### src/rtl/calc_op_sequencer.sv
// calc_op_sequencer
// Assembles two big-endian operands from the UART byte stream, latches the
// requested operation from the buttons, launches the shared ALU, waits for
// its done strobe and holds the result for the display. Also recovers from
// inter-byte timeouts, framing errors and divide-by-zero.
module calc_op_sequencer #(
    parameter int DATA_W      = 16,
    parameter int TIMEOUT_CYC = 1000000
) (
    input  logic              clk,
    input  logic              rst,
    input  logic              rx_valid,
    input  logic [7:0]        rx_byte,
    input  logic              rx_err,
    input  logic              addBut,
    input  logic              subBut,
    input  logic              multBut,
    input  logic              divBut,
    output logic              alu_start,
    output logic [1:0]        alu_op,
    output logic [DATA_W-1:0] op_a,
    output logic [DATA_W-1:0] op_b,
    input  logic              alu_done,
    input  logic [31:0]       alu_result,
    input  logic              alu_div0,
    output logic [31:0]       result,
    output logic              result_valid,
    output logic              err,
    output logic              busy
);
    localparam int OP_BYTES = DATA_W / 8;
    localparam int CW       = (OP_BYTES > 1) ? $clog2(OP_BYTES) : 1;
    localparam int TW       = (TIMEOUT_CYC > 1) ? $clog2(TIMEOUT_CYC) : 1;
    localparam logic [CW-1:0] LAST_BYTE = CW'(OP_BYTES - 1);
    localparam logic [TW-1:0] TO_LAST   = TW'(TIMEOUT_CYC - 1);

    typedef enum logic [2:0] {
        S_IDLE, S_RX_A, S_RX_B, S_WAIT_OP, S_START, S_BUSY, S_DONE
    } state_t;

    // With single-byte operands the first byte already completes op_a.
    localparam state_t        FIRST_ST  = (OP_BYTES == 1) ? S_RX_B : S_RX_A;
    localparam logic [CW-1:0] FIRST_CNT = (OP_BYTES == 1) ? '0 : CW'(1);

    state_t            r_state, w_nxt;
    logic [DATA_W-1:0] r_op_a, r_op_b;
    logic [31:0]       r_result;
    logic              r_result_valid, r_err, r_op_pending;
    logic [1:0]        r_alu_op;
    logic [3:0]        r_but_q;
    logic [CW-1:0]     r_byte_cnt, w_cnt_nxt;
    logic [TW-1:0]     r_to_cnt;

    logic [3:0] w_but, w_edge;
    logic [1:0] w_edge_op;
    logic       w_edge_any, w_edge_ok;
    logic       w_byte, w_last, w_in_rx, w_to_hit;
    logic       w_load_a, w_shift_a, w_shift_b, w_abort, w_err, w_take, w_clr_rv;

    assign w_but      = {divBut, multBut, subBut, addBut};
    assign w_edge     = w_but & ~r_but_q;
    assign w_edge_any = |w_edge;
    // The operation must stay stable while the ALU owns it.
    assign w_edge_ok  = w_edge_any && (r_state != S_START) && (r_state != S_BUSY);
    // A framing error in the same cycle poisons the byte.
    assign w_byte     = rx_valid && !rx_err;
    assign w_last     = (r_byte_cnt == LAST_BYTE);
    assign w_in_rx    = (r_state == S_RX_A) || (r_state == S_RX_B);
    assign w_to_hit   = w_in_rx && (r_to_cnt == TO_LAST);

    // Button priority: add > sub > mult > div.
    always_comb begin
        w_edge_op = 2'b11;
        if (w_edge[0])      w_edge_op = 2'b00;
        else if (w_edge[1]) w_edge_op = 2'b01;
        else if (w_edge[2]) w_edge_op = 2'b10;
    end

    // State register.
    always_ff @(posedge clk or negedge rst) begin
        if (!rst) r_state <= S_IDLE;
        else      r_state <= w_nxt;
    end

    // Next state and datapath control strobes.
    always_comb begin
        w_nxt     = r_state;
        w_cnt_nxt = r_byte_cnt;
        w_load_a  = 1'b0;
        w_shift_a = 1'b0;
        w_shift_b = 1'b0;
        w_abort   = 1'b0;
        w_err     = 1'b0;
        w_take    = 1'b0;
        w_clr_rv  = 1'b0;
        unique case (r_state)
            S_IDLE: begin
                if (rx_err) begin
                    w_abort = 1'b1;
                    w_err   = 1'b1;
                end else if (w_byte) begin
                    w_load_a  = 1'b1;
                    w_nxt     = FIRST_ST;
                    w_cnt_nxt = FIRST_CNT;
                end
            end
            S_RX_A, S_RX_B: begin
                if (rx_err || (!w_byte && w_to_hit)) begin
                    w_abort = 1'b1;
                    w_err   = 1'b1;
                end else if (w_byte) begin
                    w_shift_a = (r_state == S_RX_A);
                    w_shift_b = (r_state == S_RX_B);
                    w_cnt_nxt = w_last ? '0 : r_byte_cnt + 1'b1;
                    if (w_last) begin
                        if (r_state == S_RX_A)
                            w_nxt = S_RX_B;
                        else
                            w_nxt = (r_op_pending || w_edge_any) ? S_START : S_WAIT_OP;
                    end
                end
            end
            S_WAIT_OP: begin
                if (r_op_pending || w_edge_any) w_nxt = S_START;
            end
            S_START: w_nxt = S_BUSY;
            S_BUSY: begin
                if (alu_done) begin
                    w_take = 1'b1;
                    w_err  = alu_div0;
                    w_nxt  = S_DONE;
                end
            end
            S_DONE: begin
                if (rx_err) begin
                    w_err = 1'b1;
                end else if (w_byte) begin
                    w_load_a  = 1'b1;
                    w_clr_rv  = 1'b1;
                    w_nxt     = FIRST_ST;
                    w_cnt_nxt = FIRST_CNT;
                end
            end
            default: w_nxt = S_IDLE;
        endcase
        if (w_abort) begin
            w_nxt     = S_IDLE;
            w_cnt_nxt = '0;
        end
    end

    // Operands, pending operation, result and counters.
    always_ff @(posedge clk or negedge rst) begin
        if (!rst) begin
            r_op_a         <= '0;
            r_op_b         <= '0;
            r_result       <= '0;
            r_result_valid <= 1'b0;
            r_err          <= 1'b0;
            r_op_pending   <= 1'b0;
            r_alu_op       <= 2'b00;
            r_but_q        <= '0;
            r_byte_cnt     <= '0;
            r_to_cnt       <= '0;
        end else begin
            r_but_q    <= w_but;
            r_err      <= w_err;
            r_byte_cnt <= w_cnt_nxt;
            if (w_abort) begin
                r_op_a <= '0;
                r_op_b <= '0;
            end else begin
                if (w_load_a)       r_op_a <= DATA_W'(rx_byte);
                else if (w_shift_a) r_op_a <= (r_op_a << 8) | DATA_W'(rx_byte);
                if (w_shift_b)      r_op_b <= (r_op_b << 8) | DATA_W'(rx_byte);
            end
            // Timer runs only while a frame is half received; any byte restarts it.
            if (w_in_rx && !w_byte && !w_abort) r_to_cnt <= r_to_cnt + 1'b1;
            else                                r_to_cnt <= '0;
            if (w_take) begin
                r_result       <= alu_div0 ? 32'hFFFF_FFFF : alu_result;
                r_result_valid <= 1'b1;
                r_op_pending   <= 1'b0;
            end else begin
                if (w_clr_rv) r_result_valid <= 1'b0;
                if (w_edge_ok) begin
                    r_op_pending <= 1'b1;
                    r_alu_op     <= w_edge_op;
                end
            end
        end
    end

    assign alu_start    = (r_state == S_START);
    assign alu_op       = r_alu_op;
    assign op_a         = r_op_a;
    assign op_b         = r_op_b;
    assign result       = r_result;
    assign result_valid = r_result_valid;
    assign err          = r_err;
    assign busy         = (r_state != S_IDLE) && (r_state != S_DONE);
endmodule

### config.mk
export PLATFORM = sky130hd
export DESIGN_NAME = calc_op_sequencer
export DESIGN_NICKNAME = d
export VERILOG_FILES = /design/src/rtl/calc_op_sequencer.sv
export SDC_FILE = /design/constraint.sdc
export NUM_CORES = 1
export LEC_CHECK = 0
export CORE_MARGIN = 5
export CORE_UTILIZATION = 56
export CTS_CLUSTER_DIAMETER = 100
export DETAILED_ROUTE_END_ITERATION = 8
export DONT_BUFFER_PORTS = 1
export PLACE_DENSITY = 0.71
export SLEW_MARGIN = 25
export SYNTH_ARGS = -nofsm -noshare
export SYNTH_HDL_FRONTEND = slang
export SYNTH_SLANG_ARGS = --single-unit
### constraint.sdc
create_clock -name clk -period 2.6 [get_ports clk]
set_clock_uncertainty 0.05 [all_clocks]
set_input_delay 0.39 -clock clk [delete_from_list [all_inputs] [get_ports clk]]
set_output_delay 0.39 -clock clk [all_outputs]
set_load 0.005 [all_outputs]
==> results by group, run 1 <==
Run status
  – Outcome: complete, but fails checks
  – Failing checks: negative hold slack

Power and ir drop
  – Maximum vdd drop: 0.439 mV
  – Pwr/cell area: 810 mW/mm^2
  – Leakage power: 1.98 nW

Setup path
  – Data required time at the worst endpoint: 2.80 ns
  – Critical path's slowest cell: or4_4
  – Crit Path Class: flip-flop to flip-flop
  – Worst-path cell chain: ha_1 > nand2_1 > or4_4 > o31a_1 > a32o_1
  – Maximum net fanout on the critical path: 8
  – Crit-path max cell delay: 0.57 ns
  – Crit end category: flip-flop
  – Setup crit start kind: flip-flop
  – CP arrival: 2.46 ns

Synthesis
  – Post-synth top area cell: dfrtp_1
  – Distinct cells, synth: 52
  – Post-synthesis adder-cell area fraction: 0.00294
  – Mux cell area share after synthesis: 0.0214
  – Fraction of registers with async set/reset: 1.00
  – Mapped Area: 0.00426 mm^2
  – Synth area leaders: dfrtp_1, nand2_1, nor2_1
  – Complex-gate fraction of the synthesized area: 0.138
  – Syn_nets: 490
  – Commonest cells in the netlist: dfrtp_1, nand2_1, nor2_1
  – Syn Inst Count: 439
  – Main combinational cell family by area after synthesis: simple AND/OR/NAND/NOR gates
  – Synth Area in XOR/XNOR: 0.0247
  – Synth top area share: 0.570
  – Post-synth EDFFs: 0
  – Sequential share of the synthesized area: 0.570
  – FF+latch count, synth: 97
  – Synthesis warning total: 0
  – Count leader, synth: dfrtp_1
  – Predominant post-synthesis flop cell: dfrtp_1
  – Simple-gate share of the synthesized area: 0.212
  – Syn avg cell area: 9.71 um^2

Global routing
  – First-pass GRT wire length: 15,000 um
  – Vias in the first global route: 2,918
  – Initial antenna violation count: 0
  – Largest net degree at the start of global routing: 98
  – Remaining Overflow, GRT: 0
  – Total GRT Usage: 0.194

Drt
  – Drt pass-1 iters: 4
  – DR vias/cell: 5.67
  – 1st-iter DRT viols: 165
  – Drt wl/cell: 16.7 um
  – DRC: 0
  – WL final: 8990 um
  – Final ANT Viol Nets: 0
  – Routed via count: 3,055

Clocking
  – Clock Path Buffers: 2
  – Clock latency on the worst-skew pair: 0.36 ns
  – TritonCTS clock tree: built
  – H-tree depth: 3
  – CTS Hold Bufs: 2
  – Postcts setup bufs: 0
  – CTS sink cnt: 97
  – Clock-pin slew on the worst setup and hold paths: 0.10 ns
  – Num CTS Buffers: 9
  – Post_cts resized: 0
  – Root Buffer: clkbuf_8

Finish
  – Area Growth Syn to Fin: 7.49%
  – Area occupied by multi-input gates: 0.00171 mm^2
  – Design area: 0.00458 mm^2
  – Fillers: 612
  – N_diodes: 0
  – Layout cell share with drive strength beyond 1: 0.0750
  – Register area: 0.00243 mm^2
  – Fin nets: 488

Floorplanning
  – Chip Height: 97.2 um
  – Core area: 0.00733 mm^2
  – Ports: 120
  – # rows: 31
  – Starting Density: 0.581
  – Die ar.: 0.00945 mm^2
  – Die Span X: 97.2 um

Timing
  – RSZ-0062 raised after global routing: false
  – Fmax: 441 MHz
  – Worst Hold Slack: -0.340 ns
  – Fin. max-slew vios: 0
  – # setup viols final: 0
  – Setup TNS: 0 ns
  – Minimum clock period: 2.27 ns
  – Slew HR: 0.535
  – Measured slew at the worst slew-check pin: 0.680 ns
  – Final Hold Fails: 97
  – Fin crit share: 0.873

Job
  – Max Cap Viol: 0

Place
  – Number of port buffers: 0
  – GP Congestion: 0.878
  – Dpl hpwl: 6410 um
  – DP Area: 0.00434 mm^2

Hold path
  – Worst hold path class: input port to async pin
critical path: cells and delay by family, from the launching register on:
kind            cells  cell delay (ns)
simple gates        2             0.72
fa+ha+maj           1             0.26
compound gates      2             0.70
flops               1             0.43
final timing paths:
check	to	slack, ns	depth (start not counted)	startpoint
worst max-delay path	op_a[12]$_DFFE_PN0P_	0.33	5	r_to_cnt[0]$_DFF_PN0_
worst min-delay path	op_a[2]$_DFFE_PN0P_	-0.34	0	rst
worst max register to register	op_a[12]$_DFFE_PN0P_	0.33	5	r_to_cnt[0]$_DFF_PN0_
worst min register to register	alu_op[1]$_DFFE_PN0P_	0.47	1	alu_op[1]$_DFFE_PN0P_
max in group asynchronous	err$_DFF_PN0_	2.68	0	rst
min in group clk	op_b[2]$_DFFE_PN0P_	0.11	2	rx_byte[2]
kinds of logic after synthesis:
kind of cell             count (synthesis)
flip-flops                              97
adder cells (fa/ha/maj)                  1
multiplexers                             9
XOR/XNOR                                12
AND/OR/NAND/NOR                        195
buffers and inverters                   31
AO/OA/AOI/OAI                           94
sequential cells by signal, indices dropped and copies added, names as in the netlist:
register / count
op_a: 16
result_valid: 1
alu_op: 2
r_byte_cnt: 1
op_b: 16
err: 1
r_but_q: 4
r_op_pending: 1
result: 32
r_state: 3
r_to_cnt: 20
placed cells by master, fill, tap and decap left out, types with 3 or more instances in the layout:
cell type / Yosys / routed
nand2_1: 77 / 77
or4_1: 4 / 4
and3_1: 3 / 3
a32o_1: 8 / 8
xnor2_1: 7 / 7
nand2b_1: 4 / 4
o31ai_1: 5 / 5
inv_1: 7 / 7
xor2_1: 5 / 5
nor3_1: 3 / 3
buf_4: 2 / 7
nand3_1: 12 / 11
nor4_1: 7 / 7
mux2i_1: 8 / 8
nor2_1: 60 / 60
a21oi_1: 27 / 27
dfrtp_1: 97 / 97
dlygate4sd3_1: 0 / 4
nor2b_1: 10 / 10
o21ai_0: 39 / 39
clkbuf_8: 0 / 9
report_power, final:
part | switching, mW | leakage (nW) | total, mW | internal, mW
logic | 0.318 | 0.579 | 0.549 | 0.231
registers | 0.300 | 1.29 | 2.13 | 1.83
clock network | 0.497 | 0.102 | 1.03 | 0.533
routing by layer:
metal / vias up / track usage / part of all wire
li1: 1505 / - / -
met1: 1437 / 0.235 / 0.39
met2: 100 / 0.309 / 0.49
met3: 13 / 0.0818 / 0.10
met4: 0 / 0.0745 / 0.019
met5: - / 0 / 0
metrics by stage:
| stage | cells | hold WS, ns | worst slack (ns) | power (mW) | utilization |
|---|---|---|---|---|---|
| after floorplan | 439 | 0.0444 | 0.532 | 2.53 | - |
| after global placement | 521 | 0.0470 | 0.412 | 2.70 | 0.591 |
| after CTS | 537 | -0.354 | 0.334 | 3.76 | 0.622 |
| after global routing | 539 | -0.363 | 0.237 | 3.96 | 0.625 |
| final | 539 | -0.340 | 0.331 | 3.71 | 0.625 |
| after detailed placement | 521 | 0.0469 | 0.351 | 2.73 | 0.591 |
cell type report:
| cell class | count | share of cell area |
|---|---|---|
| well taps | 99 | 0.0270 |
| flip-flops and latches | 97 | 0.530 |
| clock buffers | 9 | 0.0270 |
| clock inverters | 5 | 0.0178 |
| multi-input cells | 311 | 0.372 |
| inverters | 7 | 0.00574 |
| repair buffers | 11 | 0.0202 |
No activity file was read; power rests on OpenSTA's default activity.
==> run 2: changes to the inputs <==
CORE_UTILIZATION = 48   (was 56)
PLACE_DENSITY = not set   (was 0.71)
==> results by group, run 2 (synthesis results as in run 1) <==
Clocking
  – TritonCTS clock tree: built
  – Clock Path Buffers: 2 (unchanged)
  – Num CTS Buffers: 9 (unchanged)
  – Post_cts resized: 0 (unchanged)
  – Root Buffer: clkbuf_8
  – CTS sink cnt: 97 (unchanged)
  – CTS Hold Bufs: 4 (+2)
  – H-tree depth: 3 (unchanged)
  – Clock-pin slew on the worst setup and hold paths: 0.10 ns (about the same)
  – Postcts setup bufs: 0 (unchanged)
  – Clock latency on the worst-skew pair: 0.36 ns (about the same)

Setup path
  – Critical path's slowest cell: or4_4
  – Crit end category: flip-flop
  – Setup crit start kind: flip-flop
  – Worst-path cell chain: ha_1 > nand2_1 > or4_4 > o31a_1 > a32o_1
  – Crit-path max cell delay: 0.57 ns (about the same)
  – Path depth of the worst reg2reg path: 5 (unchanged)
  – Data required time at the worst endpoint: 2.81 ns (about the same)
  – Maximum net fanout on the critical path: 8 (unchanged)
  – Crit Path Class: flip-flop to flip-flop
  – CP arrival: 2.46 ns (about the same)

Timing
  – Fmax: 443 MHz (+0.65%)
  – Worst Setup Slack, final: 0.345 ns (+0.0146 ns)
  – Measured slew at the worst slew-check pin: 0.754 ns (+0.0737 ns)
  – Minimum clock period: 2.25 ns (-0.0146 ns)
  – RSZ-0062 raised after global routing: false
  – Slew HR: 0.484 (-0.0504)
  – Final Hold Fails: 97 (unchanged)
  – Worst Hold Slack: -0.344 ns (-0.00404 ns)
  – # setup viols final: 0 (unchanged)
  – Fin crit share: 0.867 (-0.00561)
  – Fin. max-slew vios: 0 (unchanged)
  – Setup TNS: 0 ns (unchanged)

Finish
  – N_diodes: 0 (unchanged)
  – Area occupied by multi-input gates: 0.00171 mm^2 (unchanged)
  – Leading cell type in the layout, fill and taps excluded: dfrtp_1
  – Design area: 0.00458 mm^2 (about the same)
  – Fillers: 805 (+32%)
  – Flip-flop count of the largest register after layout: 32 (unchanged)
  – Most frequent cells in the layout: dfrtp_1, nand2_1, nor2_1, o21ai_0, a21oi_1
  – Register area: 0.00243 mm^2 (unchanged)
  – Fin nets: 487 (-0.20%)
  – Layout cell share with drive strength beyond 1: 0.0748 (-0.000170)
  – Area Growth Syn to Fin: 7.43% (about the same)

Global routing
  – Vias in the first global route: 3,103 (+6.3%)
  – Remaining Overflow, GRT: 0 (unchanged)
  – First-pass GRT wire length: 16,300 um (+8.6%)
  – Initial antenna violation count: 0 (unchanged)
  – Total GRT Usage: 0.182 (-0.0116)
  – Largest net degree at the start of global routing: 98 (unchanged)

Drt
  – Routed via count: 3,085 (+0.98%)
  – DRC: 0 (unchanged)
  – WL final: 9630 um (+7.2%)
  – Drt wl/cell: 17.5 um (+5.2%)
  – DR vias/cell: 5.62 (-0.86%)
  – 1st-iter DRT viols: 127 (-23%)
  – Final ANT Viol Nets: 0 (unchanged)
  – Drt pass-1 iters: 4 (unchanged)

Floorplanning
  – Ports: 120 (unchanged)
  – Starting Density: 0.491 (-0.0903)
  – # rows: 34 (+9.7%)
  – Die Span X: 104 um (+7.2%)
  – Chip Height: 104 um (+7.2%)
  – Die ar.: 0.0109 mm^2 (+15%)
  – Core area: 0.00868 mm^2 (+18%)

Place
  – Dpl hpwl: 6740 um (+5.3%)
  – Pre-CTS setup slack: 0.348 ns (-0.00301 ns)
  – Number of port buffers: 0 (unchanged)
  – GP Congestion: 0.787 (-10%)
  – DP Area: 0.00435 mm^2 (+0.38%)

Run status
  – Failing checks: negative hold slack
  – Outcome: complete, but fails checks

Power and ir drop
  – Leakage power: 1.97 nW (-0.40%)
  – Pwr/cell area: 794 mW/mm^2 (-2.0%)
  – Maximum vdd drop: 0.460 mV (+4.9%)
  – Overall Power: 3.64 mW (-2.0%)

Job
  – Max Cap Viol: 0 (unchanged)

Hold path
  – Worst hold path class: input port to async pin
==> run 2: area by class of cell <==
cell class | instances | share of cell area
multi-input cells | 311 | 0.373
clock inverters | 5 | 0.00984
well taps | 108 | 0.0295
flip-flops and latches | 97 | 0.530
inverters | 7 | 0.00574
repair buffers | 10 | 0.0213
clock buffers | 11 | 0.0309
==> run 2: worst paths after layout <==
| check | from | end | slack (ns) |
|---|---|---|---|
| min in group clk | rx_byte[3] | op_b[3]$_DFFE_PN0P_ | 0.10 |
| max in group asynchronous | rst | r_to_cnt[7]$_DFF_PN0_ | 2.67 |
| worst max register to register | r_to_cnt[0]$_DFF_PN0_ | op_a[10]$_DFFE_PN0P_ | 0.35 |
| worst min register to register | r_op_pending$_DFFE_PN0P_ | r_op_pending$_DFFE_PN0P_ | 0.47 |
| worst min-delay path | rst | op_a[9]$_DFFE_PN0P_ | -0.34 |
| worst max-delay path | r_to_cnt[0]$_DFF_PN0_ | op_a[10]$_DFFE_PN0P_ | 0.35 |
==> run 2: report_power, final <==
group          internal, mW  total [mW]  switching [mW]
clock network         0.390       0.942           0.551
logic                 0.230       0.546           0.316
registers              1.83        2.15           0.317
total                  2.45        3.64            1.18
==> run 2: stage by stage <==
stage | util | hold slack (ns) | std cells
6_report | 0.528 | -0.344 | 549
3_3_place_gp | 0.501 | 0.0471 | 529
3_5_place_dp | 0.501 | 0.0472 | 529
5_1_grt | 0.528 | -0.374 | 549
2_1_floorplan | - | 0.0444 | 439
4_1_cts | 0.528 | -0.368 | 549
==> run 2: per-layer routing <==
metal  global-route usage  wire [um]  up-vias
met5                    0          0        -
met4               0.0583         89        0
met3               0.0689        859        9
met2                0.289       4650       93
met1                0.231       4040     1473
li1                     -          -     1510
==> run 2: worst max-delay path, delay by kind of cell (launching register included) <==
family                     cells  cell delay (ns)
AOI/OAI and AO/OA              2             0.72
DFF                            1             0.42
adders and majority gates      1             0.25
and+or+nand+nor                2             0.72
